$ cat config.mk
export PLATFORM = sky130hd
export DESIGN_NAME = reorder_buffer
export DESIGN_NICKNAME = d
export VERILOG_FILES = /design/src/rtl/rob_pkg.sv /design/src/rtl/rob_wb_merge.sv /design/src/rtl/reorder_buffer.sv
export SDC_FILE = /design/constraint.sdc
export NUM_CORES = 2
export LEC_CHECK = 0
export CAP_MARGIN = 10
export CORE_UTILIZATION = 60
export DETAILED_ROUTE_END_ITERATION = 16
export DONT_BUFFER_PORTS = 1
export GPL_ROUTABILITY_DRIVEN = 1
export GPL_TIMING_DRIVEN = 0
export PLACE_DENSITY = 0.8
export SYNTH_ARGS = -nofsm -noshare
export SYNTH_HDL_FRONTEND = slang
export SYNTH_SLANG_ARGS = --single-unit
$ cat constraint.sdc
create_clock -name clk -period 71.2 [get_ports clk]
set_clock_uncertainty 0.2 [all_clocks]
set_input_delay 3.56 -clock clk [delete_from_list [all_inputs] [get_ports clk]]
set_output_delay 3.56 -clock clk [all_outputs]
set_load 0.01 [all_outputs]
$ cat src/rtl/rob_pkg.sv
// Shared definitions for the reorder buffer: instruction kinds, width helpers and default XLEN.
package rob_pkg;

  localparam int unsigned ROB_XLEN = 32;

  typedef enum logic [1:0] {
    KIND_ALU    = 2'd0,
    KIND_STORE  = 2'd1,
    KIND_BRANCH = 2'd2,
    KIND_JALR   = 2'd3
  } rob_kind_e;

  function automatic int unsigned rob_tag_w(input int unsigned depth);
    return $clog2(depth);
  endfunction

  function automatic int unsigned rob_cnt_w(input int unsigned depth);
    return $clog2(depth) + 1;
  endfunction

  // Width of a port-index field; never zero, even for a single port.
  function automatic int unsigned rob_idx_w(input int unsigned n);
    return (n > 1) ? $clog2(n) : 1;
  endfunction

endpackage

$ cat src/rtl/rob_wb_merge.sv
// Priority writeback select for one tag: reports whether any port hits it and which port
// wins, with the lowest-numbered port taking precedence.
module rob_wb_merge
  import rob_pkg::*;
#(
  parameter int unsigned NWB   = 2,
  parameter int unsigned TAG_W = 4,
  localparam int unsigned PW   = rob_idx_w(NWB)
) (
  input  logic [TAG_W-1:0]     sel_tag,
  input  logic [NWB-1:0]       wb_valid,
  input  logic [NWB*TAG_W-1:0] wb_tag,
  output logic                 hit_c,
  output logic [PW-1:0]        sel_c
);

  // Scan from the highest port down so the lowest matching port is written last.
  always_comb begin
    hit_c = 1'b0;
    sel_c = '0;
    for (int p = int'(NWB) - 1; p >= 0; p--) begin
      if (wb_valid[p] && (wb_tag[p*TAG_W +: TAG_W] == sel_tag)) begin
        hit_c = 1'b1;
        sel_c = PW'(p);
      end
    end
  end

endmodule

$ cat src/rtl/reorder_buffer.sv
// Circular reorder buffer with in-order commit, branch/JALR flush and operand lookup.
// Define ROB_WB_BYPASS_EN to forward same-cycle writebacks onto the lookup ports.
module reorder_buffer
  import rob_pkg::*;
#(
  parameter int unsigned DEPTH  = 16,
  parameter int unsigned NWB    = 2,
  parameter int unsigned XLEN   = ROB_XLEN,
  localparam int unsigned TAG_W = rob_tag_w(DEPTH),
  localparam int unsigned CNT_W = rob_cnt_w(DEPTH)
) (
  input  logic                 clk,
  input  logic                 rst,
  input  logic                 rdy,
  input  logic                 alloc_valid,
  output logic                 alloc_ready,
  output logic [TAG_W-1:0]     alloc_tag,
  input  logic [1:0]           alloc_kind,
  input  logic [4:0]           alloc_rd,
  input  logic [XLEN-1:0]      alloc_pc,
  input  logic                 alloc_pred_taken,
  input  logic [NWB-1:0]       wb_valid,
  input  logic [NWB*TAG_W-1:0] wb_tag,
  input  logic [NWB*XLEN-1:0]  wb_value,
  input  logic [NWB*XLEN-1:0]  wb_target,
  input  logic [NWB-1:0]       wb_taken,
  input  logic [2*TAG_W-1:0]   rd_tag,
  output logic [1:0]           rd_ready,
  output logic [2*XLEN-1:0]    rd_value,
  output logic                 commit_reg_en,
  output logic [4:0]           commit_rd,
  output logic [TAG_W-1:0]     commit_tag,
  output logic [XLEN-1:0]      commit_value,
  output logic                 commit_store_en,
  output logic [XLEN-1:0]      commit_store_addr,
  output logic [XLEN-1:0]      commit_store_data,
  output logic                 flush,
  output logic [XLEN-1:0]      redirect_pc,
  output logic                 pred_upd_en,
  output logic [XLEN-1:0]      pred_upd_pc,
  output logic                 pred_upd_taken,
  output logic [CNT_W-1:0]     count
);

  localparam int unsigned PW = rob_idx_w(NWB);

  logic [TAG_W-1:0] head_q, head_d, tail_q, tail_d;
  logic [CNT_W-1:0] count_q, count_d;
  logic [DEPTH-1:0] occ_q, occ_d, done_q, done_d, pred_q, pred_d, taken_q, taken_d;
  rob_kind_e        kind_q [DEPTH];
  rob_kind_e        kind_d [DEPTH];
  logic [4:0]       rd_q [DEPTH];
  logic [4:0]       rd_d [DEPTH];
  logic [XLEN-1:0]  pc_q [DEPTH];
  logic [XLEN-1:0]  pc_d [DEPTH];
  logic [XLEN-1:0]  value_q [DEPTH];
  logic [XLEN-1:0]  value_d [DEPTH];
  logic [XLEN-1:0]  target_q [DEPTH];
  logic [XLEN-1:0]  target_d [DEPTH];

  logic             co_reg_en_q, co_reg_en_d, co_st_en_q, co_st_en_d;
  logic             co_flush_q, co_flush_d, co_pu_en_q, co_pu_en_d, co_pu_taken_q, co_pu_taken_d;
  logic [4:0]       co_rd_q, co_rd_d;
  logic [TAG_W-1:0] co_tag_q, co_tag_d;
  logic [XLEN-1:0]  co_value_q, co_value_d, co_st_addr_q, co_st_addr_d, co_st_data_q, co_st_data_d;
  logic [XLEN-1:0]  co_redirect_q, co_redirect_d, co_pu_pc_q, co_pu_pc_d;

  logic             commit_c, flush_c, alloc_c, mispred_c;
  logic [DEPTH-1:0] ewb_hit;
  logic [PW-1:0]    ewb_sel [DEPTH];

  assign alloc_ready = (count_q < CNT_W'(DEPTH));
  assign alloc_tag   = tail_q;

  for (genvar e = 0; e < int'(DEPTH); e++) begin : g_ent
    rob_wb_merge #(.NWB(NWB), .TAG_W(TAG_W)) u_merge (
      .sel_tag (TAG_W'(e)),
      .wb_valid(wb_valid),
      .wb_tag  (wb_tag),
      .hit_c   (ewb_hit[e]),
      .sel_c   (ewb_sel[e])
    );
  end

  for (genvar r = 0; r < 2; r++) begin : g_rd
    logic [TAG_W-1:0] tag;
    assign tag = rd_tag[r*TAG_W +: TAG_W];
`ifdef ROB_WB_BYPASS_EN
    logic          hit;
    logic [PW-1:0] sel;
    rob_wb_merge #(.NWB(NWB), .TAG_W(TAG_W)) u_byp (
      .sel_tag (tag),
      .wb_valid(wb_valid),
      .wb_tag  (wb_tag),
      .hit_c   (hit),
      .sel_c   (sel)
    );
    // Forward only writebacks that will actually land this edge.
    assign rd_ready[r] = (rdy && hit && occ_q[tag]) ? 1'b1 : done_q[tag];
    assign rd_value[r*XLEN +: XLEN] = (rdy && hit && occ_q[tag]) ?
                                      wb_value[int'(sel)*XLEN +: XLEN] : value_q[tag];
`else
    assign rd_ready[r]              = done_q[tag];
    assign rd_value[r*XLEN +: XLEN] = value_q[tag];
`endif
  end

  always_comb begin
    head_d  = head_q;
    tail_d  = tail_q;
    count_d = count_q;
    occ_d   = occ_q;
    done_d  = done_q;
    pred_d  = pred_q;
    taken_d = taken_q;
    for (int unsigned e = 0; e < DEPTH; e++) begin
      kind_d[e]   = kind_q[e];
      rd_d[e]     = rd_q[e];
      pc_d[e]     = pc_q[e];
      value_d[e]  = value_q[e];
      target_d[e] = target_q[e];
    end
    co_reg_en_d   = 1'b0;
    co_st_en_d    = 1'b0;
    co_flush_d    = 1'b0;
    co_pu_en_d    = 1'b0;
    co_pu_taken_d = co_pu_taken_q;
    co_rd_d       = co_rd_q;
    co_tag_d      = co_tag_q;
    co_value_d    = co_value_q;
    co_st_addr_d  = co_st_addr_q;
    co_st_data_d  = co_st_data_q;
    co_redirect_d = co_redirect_q;
    co_pu_pc_d    = co_pu_pc_q;

    mispred_c = (taken_q[head_q] != pred_q[head_q]);
    commit_c  = rdy && occ_q[head_q] && done_q[head_q];
    flush_c   = commit_c && ((kind_q[head_q] == KIND_JALR) ||
                             ((kind_q[head_q] == KIND_BRANCH) && mispred_c));
    alloc_c   = rdy && alloc_valid && alloc_ready && !flush_c;

    // Writebacks land before the commit clears the head entry.
    if (rdy && !flush_c) begin
      for (int unsigned e = 0; e < DEPTH; e++) begin
        if (occ_q[e] && ewb_hit[e]) begin
          value_d[e]  = wb_value[int'(ewb_sel[e])*XLEN +: XLEN];
          target_d[e] = wb_target[int'(ewb_sel[e])*XLEN +: XLEN];
          taken_d[e]  = wb_taken[ewb_sel[e]];
          done_d[e]   = 1'b1;
        end
      end
    end

    if (commit_c) begin
      occ_d[head_q]  = 1'b0;
      done_d[head_q] = 1'b0;
      head_d         = head_q + TAG_W'(1);
      unique case (kind_q[head_q])
        KIND_ALU, KIND_JALR: begin
          co_reg_en_d = 1'b1;
          co_rd_d     = rd_q[head_q];
          co_tag_d    = head_q;
          co_value_d  = value_q[head_q];
          if (kind_q[head_q] == KIND_JALR) begin
            co_flush_d    = 1'b1;
            co_redirect_d = target_q[head_q];
          end
        end
        KIND_STORE: begin
          co_st_en_d   = 1'b1;
          co_st_addr_d = target_q[head_q];
          co_st_data_d = value_q[head_q];
        end
        KIND_BRANCH: begin
          co_pu_en_d    = 1'b1;
          co_pu_pc_d    = pc_q[head_q];
          co_pu_taken_d = taken_q[head_q];
          if (mispred_c) begin
            co_flush_d    = 1'b1;
            co_redirect_d = taken_q[head_q] ? target_q[head_q] : pc_q[head_q] + XLEN'(4);
          end
        end
        default: ;
      endcase
    end

    if (alloc_c) begin
      occ_d[tail_q]  = 1'b1;
      done_d[tail_q] = 1'b0;
      kind_d[tail_q] = rob_kind_e'(alloc_kind);
      rd_d[tail_q]   = alloc_rd;
      pc_d[tail_q]   = alloc_pc;
      pred_d[tail_q] = alloc_pred_taken;
      tail_d         = tail_q + TAG_W'(1);
    end

    count_d = count_q + CNT_W'(alloc_c) - CNT_W'(commit_c);

    if (flush_c) begin
      occ_d   = '0;
      done_d  = '0;
      head_d  = '0;
      tail_d  = '0;
      count_d = '0;
    end
  end

  always_ff @(posedge clk or posedge rst) begin
    if (rst) begin
      head_q        <= '0;
      tail_q        <= '0;
      count_q       <= '0;
      occ_q         <= '0;
      done_q        <= '0;
      pred_q        <= '0;
      taken_q       <= '0;
      for (int unsigned e = 0; e < DEPTH; e++) begin
        kind_q[e]   <= KIND_ALU;
        rd_q[e]     <= '0;
        pc_q[e]     <= '0;
        value_q[e]  <= '0;
        target_q[e] <= '0;
      end
      co_reg_en_q   <= 1'b0;
      co_st_en_q    <= 1'b0;
      co_flush_q    <= 1'b0;
      co_pu_en_q    <= 1'b0;
      co_pu_taken_q <= 1'b0;
      co_rd_q       <= '0;
      co_tag_q      <= '0;
      co_value_q    <= '0;
      co_st_addr_q  <= '0;
      co_st_data_q  <= '0;
      co_redirect_q <= '0;
      co_pu_pc_q    <= '0;
    end else begin
      head_q        <= head_d;
      tail_q        <= tail_d;
      count_q       <= count_d;
      occ_q         <= occ_d;
      done_q        <= done_d;
      pred_q        <= pred_d;
      taken_q       <= taken_d;
      for (int unsigned e = 0; e < DEPTH; e++) begin
        kind_q[e]   <= kind_d[e];
        rd_q[e]     <= rd_d[e];
        pc_q[e]     <= pc_d[e];
        value_q[e]  <= value_d[e];
        target_q[e] <= target_d[e];
      end
      co_reg_en_q   <= co_reg_en_d;
      co_st_en_q    <= co_st_en_d;
      co_flush_q    <= co_flush_d;
      co_pu_en_q    <= co_pu_en_d;
      co_pu_taken_q <= co_pu_taken_d;
      co_rd_q       <= co_rd_d;
      co_tag_q      <= co_tag_d;
      co_value_q    <= co_value_d;
      co_st_addr_q  <= co_st_addr_d;
      co_st_data_q  <= co_st_data_d;
      co_redirect_q <= co_redirect_d;
      co_pu_pc_q    <= co_pu_pc_d;
    end
  end

  assign count             = count_q;
  assign commit_reg_en     = co_reg_en_q;
  assign commit_rd         = co_rd_q;
  assign commit_tag        = co_tag_q;
  assign commit_value      = co_value_q;
  assign commit_store_en   = co_st_en_q;
  assign commit_store_addr = co_st_addr_q;
  assign commit_store_data = co_st_data_q;
  assign flush             = co_flush_q;
  assign redirect_pc       = co_redirect_q;
  assign pred_upd_en       = co_pu_en_q;
  assign pred_upd_pc       = co_pu_pc_q;
  assign pred_upd_taken    = co_pu_taken_q;

endmodule

==> metrics.md <==
| Metric | Value |
|---|---|
| Number of cells in the finished layout apart from fillers | 10800 |
| # hold bufs at CTS | 0 |
| Class of the most critical hold timing path | reg2reg |
| Quantity of gates resized following cts | 0 |
| Setup fix buffers added after clock tree synthesis | 0 |
| Die Y | 414 µm |
| Count of distinct cell types in the synthesized netlist | 60 |
| Number of pins with negative max-slew slack in the final report | 0 |
| Arrival time of the worst setup path | 7.10 ns |
| Post-layout nets | 8583 |
| Number of levels the H-tree was split into | 4 |
| Worst slew slack as a fraction of its limit | 0.257% |
| CTS buffer count | 196 |
| Run status | finished with violations |
| Setup tns final | 0 ns |
| Hold Worst Slack | 0.279 ns |
| Seq/Total Area, Yosys | 46.6% |
| Post-route DRC violation count | 0 |
| CTS tree | yes |
| Largest net degree at the start of global routing | 141 |
| Number of detailed-route iterations in the first pass | 9 |
| Final Hold Violating Endpoints | 0 |
| Global Route Usage Sum | 44.4% |
| Final worst path period share | 15.3% |
| Antenna Violating Nets Remaining | 0 |
| Dominant cell type by area after synthesis | sky130_fd_sc_hd__dfrtp_1 |
| Number of global-route vias before repair | 79600 |
| Leakage component of the power | between 50 and 60 nW |
| Layout Area Growth over Synthesis | 10.6% |
| Placed Cells incl. Taps | 10400 |
| Die width | ~410 µm |
| Global-route wire length before repair | between 500000 and 600000 µm |
| Req. time, crit path | 67.44 ns |
| Vias post-DR | 78600 |
| Floorplan die area | 0.171 mm² |
| Num rows | 150 |
| Post-synthesis async set-or-reset flop share | 100% |
| Setup slack of the worst register-to-register path | 61.45 ns |
| RePlAce Congestion | 1.02 |
| Number of vias per cell | 7.30 |
| Critical path endpoint category | output port |
| Most used flip-flop cell after synthesis | sky130_fd_sc_hd__dfrtp_1 |
| Minimum period implied by the final worst setup slack | between 10 and 15 ns |
| Critical path, cell by cell | clkbuf_1 -> clkbuf_1 -> buf_1 -> mux4_2 -> mux4_2 |
| Wirelength per Cell | between 30 and 40 µm |
| Post-synthesis instance area | between 0.1 and 0.15 mm² |
| Largest incremental delay on the critical path | 0.96 ns |
| Biggest fanout along the worst timing path | 10 |
| Synthesized net count | 8328 |
| Least-Margin Pin Slew | 1.50 ns |
| Dpl hpwl | about 270000 µm |
| Max-capacitance violation count | 1 |
| Failing checks | capacitance limit |
| Initial DRC Count | between 10000 and 15000 |
| Crit start category | primary input |
| Synth warnings | 0 |
| Insertion delay to the later sink of the worst-skew pair | 0.89 ns |
| Critical path start-end classification | in2out |
| Number of synthesized register bits | 1899 |
| Root Buffer Master | sky130_fd_sc_hd__clkbuf_16 |
| Top-level port count | around 440 |
| Starting Density | slightly above 60% |
| Critical-path top delay cell | sky130_fd_sc_hd__buf_1 |
| Post-synth EDFFs | 0 |
| Number of cells produced by synthesis | ~8100 |
| Unrepaired setup endpoints after global routing | false |
| Total wire length | about 380000 µm |
| I/O Buffers | 0 |
| Synthesized area per cell | 12.6 µm² |
| Worst voltage drop across the vdd grid | 0.0285 mV |
| Top cells by area in the synthesized netlist | sky130_fd_sc_hd__dfrtp_1 47%, sky130_fd_sc_hd__mux4_2 18%, sky130_fd_sc_hd__mux2i_1 10% |
| Initial antenna violation count | 32 |
| Remaining Overflow, GRT | 0 |
| Layout cells sized above 1 | between 20 and 25% |
| Finish-stage setup viols | 0 |
| Total core area | about 0.17 mm² |
| Area share of the largest cell type after synthesis | 46.6% |
| Clock transition at the register clock pins on the worst setup and hold paths after CTS | approximately 0.060 ns |
| Buffer levels on the longest clock path | 3 |
| Fmax achieved | 0.0921 GHz |
| Final core utilization | roughly 67% |
| Number of clock sinks | 1899 |
| Cell area power density | about 20 mW/mm² |
power breakdown:
group	internal (mW)	total [mW]	switching [mW]
Sequential	1.08	1.08	0.000512
Combinational	0.0329	0.105	0.0722
Clock	0.624	1.10	0.473
Total	1.74	2.28	0.545
per-stage QoR:
stage,power [mW],setup WS [ns],instance area [µm²]
after floorplan,1.17,13.81,102000
after global placement,1.20,-4.99,105000
after detailed placement,1.20,60.39,106000
after CTS,2.27,60.38,112000
after global routing,2.33,60.43,113000
final,2.28,60.34,113000
layout make-up:
cell class | count | area (µm²)
multi-input combinational | 5359 | 50800
tap | 2204 | 2760
buffer | 836 | 3460
clock inverter | 79 | 1120
timing repair buffer | 57 | 1160
antenna | 34 | 85.1
clock buffer | 282 | 5660
sequential | 1899 | 47500
fill | 11800 | 55300
inverter | 24 | 97.6
routing by layer:
layer / GRT usage, % / routed length [µm] / up-vias
met5: 0.139 / 159 / -
met4: 36.0 / 37900 / 16
li1: - / - / 30300
met1: 53.5 / 126000 / 39900
met3: 18.9 / 55600 / 1787
met2: 62.3 / 161000 / 6568
placed cells by master, fill, tap and decap left out, types with 24 or more instances in the layout:
| cell type | Yosys | routed |
|---|---|---|
| sky130_fd_sc_hd__clkbuf_2 | 0 | 24 |
| sky130_fd_sc_hd__clkbuf_8 | 0 | 41 |
| sky130_fd_sc_hd__mux2_1 | 44 | 44 |
| sky130_fd_sc_hd__diode_2 | 0 | 34 |
| sky130_fd_sc_hd__clkinv_2 | 0 | 35 |
| sky130_fd_sc_hd__o21ai_1 | 34 | 34 |
| sky130_fd_sc_hd__buf_1 | 42 | 40 |
| sky130_fd_sc_hd__clkbuf_1 | 665 | 687 |
| sky130_fd_sc_hd__nand3_1 | 24 | 24 |
| sky130_fd_sc_hd__mux4_2 | 832 | 832 |
| sky130_fd_sc_hd__a22oi_1 | 47 | 47 |
| sky130_fd_sc_hd__clkbuf_16 | 0 | 197 |
| sky130_fd_sc_hd__mux2_2 | 612 | 612 |
| sky130_fd_sc_hd__mux2_4 | 90 | 90 |
| sky130_fd_sc_hd__buf_8 | 0 | 28 |
| sky130_fd_sc_hd__buf_16 | 0 | 25 |
| sky130_fd_sc_hd__mux2i_1 | 1051 | 1051 |
| sky130_fd_sc_hd__nor2_1 | 130 | 130 |
| sky130_fd_sc_hd__buf_2 | 101 | 101 |
| sky130_fd_sc_hd__a21oi_1 | 82 | 82 |
| sky130_fd_sc_hd__nand2_1 | 1182 | 1182 |
| sky130_fd_sc_hd__o21ai_0 | 998 | 998 |
| sky130_fd_sc_hd__dfrtp_1 | 1899 | 1899 |
final timing paths:
path	from	endpoint	cells after the start
min in group asynchronous	rst	commit_store_en	1
worst max register to register	head_q[1]	value_q[355]	19
worst max-delay path	rd_tag[0]	rd_value[28]	5
worst min register to register	target_q[187]	target_q[187]	2
max in group asynchronous	rst	target_q[239]	8
worst min-delay path	target_q[187]	target_q[187]	2
synth_stat cells (3+ instances only):
cell type and instances:
sky130_fd_sc_hd__dfrtp_1 1899, sky130_fd_sc_hd__nand2_1 1182, sky130_fd_sc_hd__mux2i_1 1051, sky130_fd_sc_hd__o21ai_0 998
sky130_fd_sc_hd__mux4_2 832, sky130_fd_sc_hd__clkbuf_1 665, sky130_fd_sc_hd__mux2_2 612, sky130_fd_sc_hd__nor2_1 130
sky130_fd_sc_hd__buf_2 101, sky130_fd_sc_hd__mux2_4 90, sky130_fd_sc_hd__a21oi_1 82, sky130_fd_sc_hd__a22oi_1 47
sky130_fd_sc_hd__mux2_1 44, sky130_fd_sc_hd__buf_1 42, sky130_fd_sc_hd__o21ai_1 34, sky130_fd_sc_hd__inv_1 24
sky130_fd_sc_hd__nand3_1 24, sky130_fd_sc_hd__xor2_1 22, sky130_fd_sc_hd__nand2b_1 20, sky130_fd_sc_hd__buf_6 17
sky130_fd_sc_hd__ha_1 17, sky130_fd_sc_hd__nor3_1 16, sky130_fd_sc_hd__a31oi_1 14, sky130_fd_sc_hd__nand4_1 13
sky130_fd_sc_hd__and3_1 12, sky130_fd_sc_hd__or2_1 12, sky130_fd_sc_hd__buf_4 11, sky130_fd_sc_hd__a21o_1 9
sky130_fd_sc_hd__and2_1 9, sky130_fd_sc_hd__nor2b_1 9, sky130_fd_sc_hd__nor3b_1 7, sky130_fd_sc_hd__o221ai_1 7
sky130_fd_sc_hd__xnor2_1 7, sky130_fd_sc_hd__nand3_4 6, sky130_fd_sc_hd__o31ai_1 6, sky130_fd_sc_hd__nor4_1 5
sky130_fd_sc_hd__nand3b_1 4, sky130_fd_sc_hd__o211ai_1 4, sky130_fd_sc_hd__or3_1 4, sky130_fd_sc_hd__or3b_2 4
sky130_fd_sc_hd__nand4_4 3
registers in the layout, summed over array words and instances, names as in the netlist, 80 cells and up:
register,count
value_q,512
rd_q,80
target_q,512
pc_q,512
logic make-up (layout without fill, tap and decap cells):
group | count (synthesis) | count (layout) | synth area share, %
AO/OA/AOI/OAI | 1213 | 1213 | 6.21
XOR/XNOR | 29 | 29 | 0.249
adder cells (fa/ha/maj) | 18 | 18 | 0.228
buffers and inverters | 860 | 1278 | 3.46
flip-flops | 1899 | 1899 | 46.6
multiplexers | 2629 | 2629 | 37.3
other | 0 | 34 | 0
AND/OR/NAND/NOR | 1470 | 1470 | 5.92
critical path: cells and delay by family:
kind / cells / cell delay [ns]
buffers and inverters: 3 / 2.25
muxes: 2 / 1.26
Note: power is estimated with default switching activity, not from simulation.
